### config.mk
export PLATFORM = sky130hd
export DESIGN_NAME = upcounter_chain_flat
export DESIGN_NICKNAME = d
export VERILOG_FILES = /design/src/rtl/upcounter_chain_if.sv /design/src/rtl/upcounter_chain.sv /design/src/flat_wrapper.sv
export SDC_FILE = /design/constraint.sdc
export NUM_CORES = 1
export LEC_CHECK = 0
export CAP_MARGIN = 30
export CORE_UTILIZATION = 39
export DETAILED_ROUTE_END_ITERATION = 8
export PLACE_DENSITY = 0.68
export SYNTH_ARGS = -nofsm -noshare
export SYNTH_HDL_FRONTEND = slang
export SYNTH_SLANG_ARGS = --single-unit
### constraint.sdc
create_clock -name clk -period 2.9 [get_ports clk]
set_input_delay 0.58 -clock clk [delete_from_list [all_inputs] [get_ports clk]]
set_output_delay 0.58 -clock clk [all_outputs]
set_load 0.1 [all_outputs]
### src/rtl/upcounter_chain_if.sv
// Key/tick inputs and display outputs of the mm:ss up-counting stopwatch.
// The lap signal exists only when LAP_HOLD_EN is defined.
interface upcounter_chain_if;
    logic        tick;
    logic        start_stop;
    logic        clear;
    logic [15:0] target;
`ifdef LAP_HOLD_EN
    logic        lap;
`endif
    logic [15:0] value;
    logic        carry;
    logic        running;
    logic        target_hit;

`ifdef LAP_HOLD_EN
    modport master (
        output tick, start_stop, clear, target, lap,
        input  value, carry, running, target_hit
    );
    modport slave (
        input  tick, start_stop, clear, target, lap,
        output value, carry, running, target_hit
    );
`else
    modport master (
        output tick, start_stop, clear, target,
        input  value, carry, running, target_hit
    );
    modport slave (
        input  tick, start_stop, clear, target,
        output value, carry, running, target_hit
    );
`endif
endinterface

### src/rtl/upcounter_chain.sv
// Four-digit BCD mm:ss up-counting stopwatch with an IDLE/RUN/PAUSE/DONE key FSM.
// Define LAP_HOLD_EN to add a lap key that freezes the displayed value while counting continues.
module upcounter_chain #(
    parameter logic [3:0] SEC_LO_MAX = 4'd9,
    parameter logic [3:0] SEC_HI_MAX = 4'd5,
    parameter logic [3:0] MIN_LO_MAX = 4'd9,
    parameter logic [3:0] MIN_HI_MAX = 4'd5
) (
    input logic              clk,
    input logic              rst,
    upcounter_chain_if.slave bus
);

    typedef enum logic [1:0] {StIdle, StRun, StPause, StDone} state_e;

    state_e      state_q;
    logic [15:0] count_q, count_d, count_inc;
    logic        carry_q, carry_d;
    logic        running_q;
    logic        hit_q;
    logic [3:0]  at_max;
    logic        wrap;
    logic        step;
    logic        hit;

    // Digits above their limit count as "at max" so a stray value wraps instead of sticking.
    function automatic logic [3:0] bump(input logic [3:0] digit, input logic is_max,
                                        input logic en);
        if (!en) return digit;
        return is_max ? 4'd0 : digit + 4'd1;
    endfunction

    always_comb begin
        at_max[0] = count_q[3:0]   >= SEC_LO_MAX;
        at_max[1] = count_q[7:4]   >= SEC_HI_MAX;
        at_max[2] = count_q[11:8]  >= MIN_LO_MAX;
        at_max[3] = count_q[15:12] >= MIN_HI_MAX;
        count_inc[3:0]   = bump(count_q[3:0],   at_max[0], 1'b1);
        count_inc[7:4]   = bump(count_q[7:4],   at_max[1], at_max[0]);
        count_inc[11:8]  = bump(count_q[11:8],  at_max[2], &at_max[1:0]);
        count_inc[15:12] = bump(count_q[15:12], at_max[3], &at_max[2:0]);
        wrap = &at_max;
    end

    // A tick coinciding with either key is dropped.
    assign step = (state_q == StRun) && bus.tick && !bus.clear && !bus.start_stop;
    assign hit  = step && (bus.target != 16'h0000) && (count_inc == bus.target);

    always_comb begin
        count_d = count_q;
        carry_d = 1'b0;
        if (bus.clear) begin
            count_d = 16'h0000;
        end else if (step) begin
            count_d = count_inc;
            carry_d = wrap;
        end
    end

    always_ff @(posedge clk) begin
        if (rst) begin
            state_q   <= StIdle;
            running_q <= 1'b0;
            hit_q     <= 1'b0;
            count_q   <= 16'h0000;
            carry_q   <= 1'b0;
        end else begin
            count_q <= count_d;
            carry_q <= carry_d;
            if (bus.clear) begin
                state_q   <= StIdle;
                running_q <= 1'b0;
                hit_q     <= 1'b0;
            end else if (bus.start_stop) begin
                case (state_q)
                    StIdle, StPause: begin
                        state_q   <= StRun;
                        running_q <= 1'b1;
                    end
                    StRun: begin
                        state_q   <= StPause;
                        running_q <= 1'b0;
                    end
                    default: state_q <= state_q;
                endcase
            end else if (hit) begin
                state_q   <= StDone;
                running_q <= 1'b0;
                hit_q     <= 1'b1;
            end
        end
    end

`ifdef LAP_HOLD_EN
    logic        hold_q, hold_d;
    logic [15:0] lap_q, lap_d;
    logic [15:0] value_q;

    always_comb begin
        hold_d = hold_q;
        lap_d  = lap_q;
        if (bus.clear) begin
            hold_d = 1'b0;
        end else if (!bus.start_stop && (state_q == StRun) && bus.lap) begin
            hold_d = !hold_q;
            lap_d  = count_q;
        end
    end

    always_ff @(posedge clk) begin
        if (rst) begin
            hold_q  <= 1'b0;
            lap_q   <= 16'h0000;
            value_q <= 16'h0000;
        end else begin
            hold_q  <= hold_d;
            lap_q   <= lap_d;
            value_q <= hold_d ? lap_d : count_d;
        end
    end

    assign bus.value = value_q;
`else
    assign bus.value = count_q;
`endif

    assign bus.carry      = carry_q;
    assign bus.running    = running_q;
    assign bus.target_hit = hit_q;

endmodule

### src/flat_wrapper.sv
// flat-port wrapper written by rule: the top's interface ports become plain ports
module upcounter_chain_flat 
#(
    parameter logic [3:0] SEC_LO_MAX = 4'd9,
    parameter logic [3:0] SEC_HI_MAX = 4'd5,
    parameter logic [3:0] MIN_LO_MAX = 4'd9,
    parameter logic [3:0] MIN_HI_MAX = 4'd5
)
  (clk, rst, bus_tick, bus_start_stop, bus_clear, bus_target, bus_value, bus_carry, bus_running, bus_target_hit);
  upcounter_chain_if bus_i ();
  input logic clk;
  input logic rst;
  input wire logic [$bits(bus_i.tick)-1:0] bus_tick;
  input wire logic [$bits(bus_i.start_stop)-1:0] bus_start_stop;
  input wire logic [$bits(bus_i.clear)-1:0] bus_clear;
  input wire logic [$bits(bus_i.target)-1:0] bus_target;
  output wire logic [$bits(bus_i.value)-1:0] bus_value;
  output wire logic [$bits(bus_i.carry)-1:0] bus_carry;
  output wire logic [$bits(bus_i.running)-1:0] bus_running;
  output wire logic [$bits(bus_i.target_hit)-1:0] bus_target_hit;
  assign bus_i.tick = bus_tick;
  assign bus_i.start_stop = bus_start_stop;
  assign bus_i.clear = bus_clear;
  assign bus_i.target = bus_target;
  assign bus_value = bus_i.value;
  assign bus_carry = bus_i.carry;
  assign bus_running = bus_i.running;
  assign bus_target_hit = bus_i.target_hit;
  upcounter_chain #(.SEC_LO_MAX(SEC_LO_MAX), .SEC_HI_MAX(SEC_HI_MAX), .MIN_LO_MAX(MIN_LO_MAX), .MIN_HI_MAX(MIN_HI_MAX)) u_core (.clk(clk), .rst(rst), .bus(bus_i));
endmodule
==> impl_metrics.yaml <==
timing:
  period_minus_slack_ps: 2698
  rsz0062_at_grt: "false"
  worst_slew_pin_slew_ps: 439.4
  fin_setup_tns_ps: 0
  max_slew_margin: 0.7051
  setup_viol: 0
  period_share: 0.9305
  finClkSkew_ps: 2.500
  fin_ws_ps: 201.7
  hold_slack_ps: 486.8
  fmax_ghz: 0.3706
  timing.final.max_slew_violations: 0
  hold_viol_final: 0
placement:
  hpwlAfterDp_um: 3525
  io_buffers: 39
  dpl_cell_area_um2: 2130
  preCtsSetupSlack_ps: 135.1
  place_inst: 307
  place_congestion: 0.8355
global_routing:
  globalRouteTotalUtil: 0.2062
  grt_first_pass_wirelength_um: 7176
  antenna_found_initial: 0
  grt-ovfl-total: 0
  grt_pass1_vias: 1597
  grt_max_degree: 21
clock_network:
  cts_resized: 0
  cts_buffer_depth: 2
  tritoncts: "built"
  numCtsBuffers: 3
  cts_sinks: 21
  cts_hold_buffers: 0
  clock_latency_ps: 260
  postCtsSetupRepairBufs: 0
  htreeDepth: 1
  root_buffer: "clkbuf_8"
  cts.reportedPaths.clkPinSlew_ps: 80
synthesis:
  syn_area_per_cell_um2: 7.660
  yosys.area.top_type: "dfxtp_1"
  synth_area_leaders: "dfxtp_1 (25%), ha_1 (8.9%), a21oi_1 (7.4%)"
  synth_top_area_frac: 0.2483
  synth_edf_count: 0
  synthesis.area_um2: 1693
  syn_nets: 254
  netlist_instances: 221
  async_flop_share: 0
  synthFlopType: "dfxtp_1"
  ys_types: 51
  yosysWarnings: 0
  ys_seq_elements: 21
  synth_seq_area_share: 0.2483
route:
  num_vias: 1747
  wl_per_cell_um: 14.86
  drt-total-wl_um: 4621
  drc: 0
  drt_iter0_drc: 56
  drt_first_pass_iters: 4
  via_per_inst: 5.617
  ant_nets: 0
floorplanning:
  core_area_um2: 4086
  io_pins: 40
  die_h_um: 67.89
  start_util: 0.4143
  row_count: 23
  floorplan.die_area_um2: 4608
  fp.dieW_um: 67.89
pwr:
  peakVddDrop_v: 0.0001682
  leakage_nw: 0.7743
  totalPowerFinal_mw: 0.5668
  p_per_area_nw_per_um2: 260.6
finish:
  fin_area_um2: 2175
  final_cells: 311
  register_area_um2: 442.9
  final_util: 0.5321
  multiInputGateArea_um2: 1191
  fillCellCount: 424
  drive_gt1_frac: 0.1992
  final_cell_mix: "a21oi_1 (25), buf_4 (25), nor2_1 (21)"
  nNetsFinal: 295
  num_antenna_cells: 0
  syn_to_final_growth_pct: 28.46
critical_path:
  cp-end-kind: "register"
  worstSetupPathType: "register to register"
  arrival_ps: 2860
  critPathRequiredTime_ps: 3070
  r2r-start: "u_core.bus.value[0]$_SDFFE_PP0P_"
  start_kind: "register"
  cp-startpoint: "u_core.bus.value[0]$_SDFFE_PP0P_"
  reg2reg_slack_ps: 200
  crit_path_max_fanout: 19
worst_hold_path:
  worst_hold_startpoint: "u_core.bus.target_hit$_SDFFE_PP0P_"
  hp-class: "register to register"
run:
  cap_violations: 0
status:
  status: "finished, final reports clean"
## power breakdown
group / internal [mW] / switching [mW]
sequential: 0.287 / 0.00183
combinational: 0.0395 / 0.0390
clock: 0.0981 / 0.101
## path summary, 6_finish.rpt
check                                                          end  cells after the start
worst max-delay path               u_core.bus.running$_SDFFE_PP0P_                     10
worst min-delay path            u_core.bus.target_hit$_SDFFE_PP0P_                      2
worst max register to register     u_core.bus.running$_SDFFE_PP0P_                     10
worst min register to register  u_core.bus.target_hit$_SDFFE_PP0P_                      2
## synth_stat cells, types with 2 or more instances
cell and number:
a21oi_1 25, dfxtp_1 21, o311ai_0 2, a211oi_1 2, a31oi_1 4, xnor2_1 5
inv_1 12, o311a_1 2, nor3_1 9, nand3_1 8, nor2b_1 2, o22ai_1 2
o21ai_0 8, nor3b_1 4, or4b_2 2, nor2_1 21, nor4_1 5, mux2i_1 3
xor2_1 6, a2111oi_2 2, nand3b_1 2, nand2_1 18, a22o_1 2, clkbuf_1 7
a311oi_1 2, o31a_1 2, ha_1 12, nand2b_1 4, o31ai_1 3, nand4_1 3
## logic make-up after synthesis
family	share of synthesized area
simple gates	0.2749
buf+inv	0.05100
flops	0.2483
fa+ha+maj	0.08869
xor+xnor	0.05691
mux	0.01774
compound gates	0.2624
## registers in the layout, indices dropped and copies added (netlist names)
| register | cells |
|---|---|
| u_core.bus.target_hit | 1 |
| u_core.bus.carry | 1 |
| u_core.bus.running | 1 |
| u_core.state_q | 2 |
| u_core.bus.value | 16 |
## metal layers
metal  up-vias  global-route usage  routed length, um
met5         -                   0                  0
met3         2             0.04167                241
li1        892                   -                  -
met1       803              0.2683               2236
met4         0             0.04427                 20
met2        50              0.3490               2123
## worst max-delay path: stages, from the launching register on
cell and delay, ps:
dfxtp_4 400, inv_1 50, ha_1 180, or3b_4 260, and2_4 270, nand2_1 180, o31ai_1 370, xor2_1 140
a311oi_1 400, a31oi_1 150, o21ba_2 210
## area by class of cell
cell class	instances	area share
clock buffers	4	0.02071
repair buffers	45	0.1784
inverters	12	0.02071
well taps	50	0.02877
multi-input cells	179	0.5478
flip-flops and latches	21	0.2037
Power figures use the tool's default switching activity.
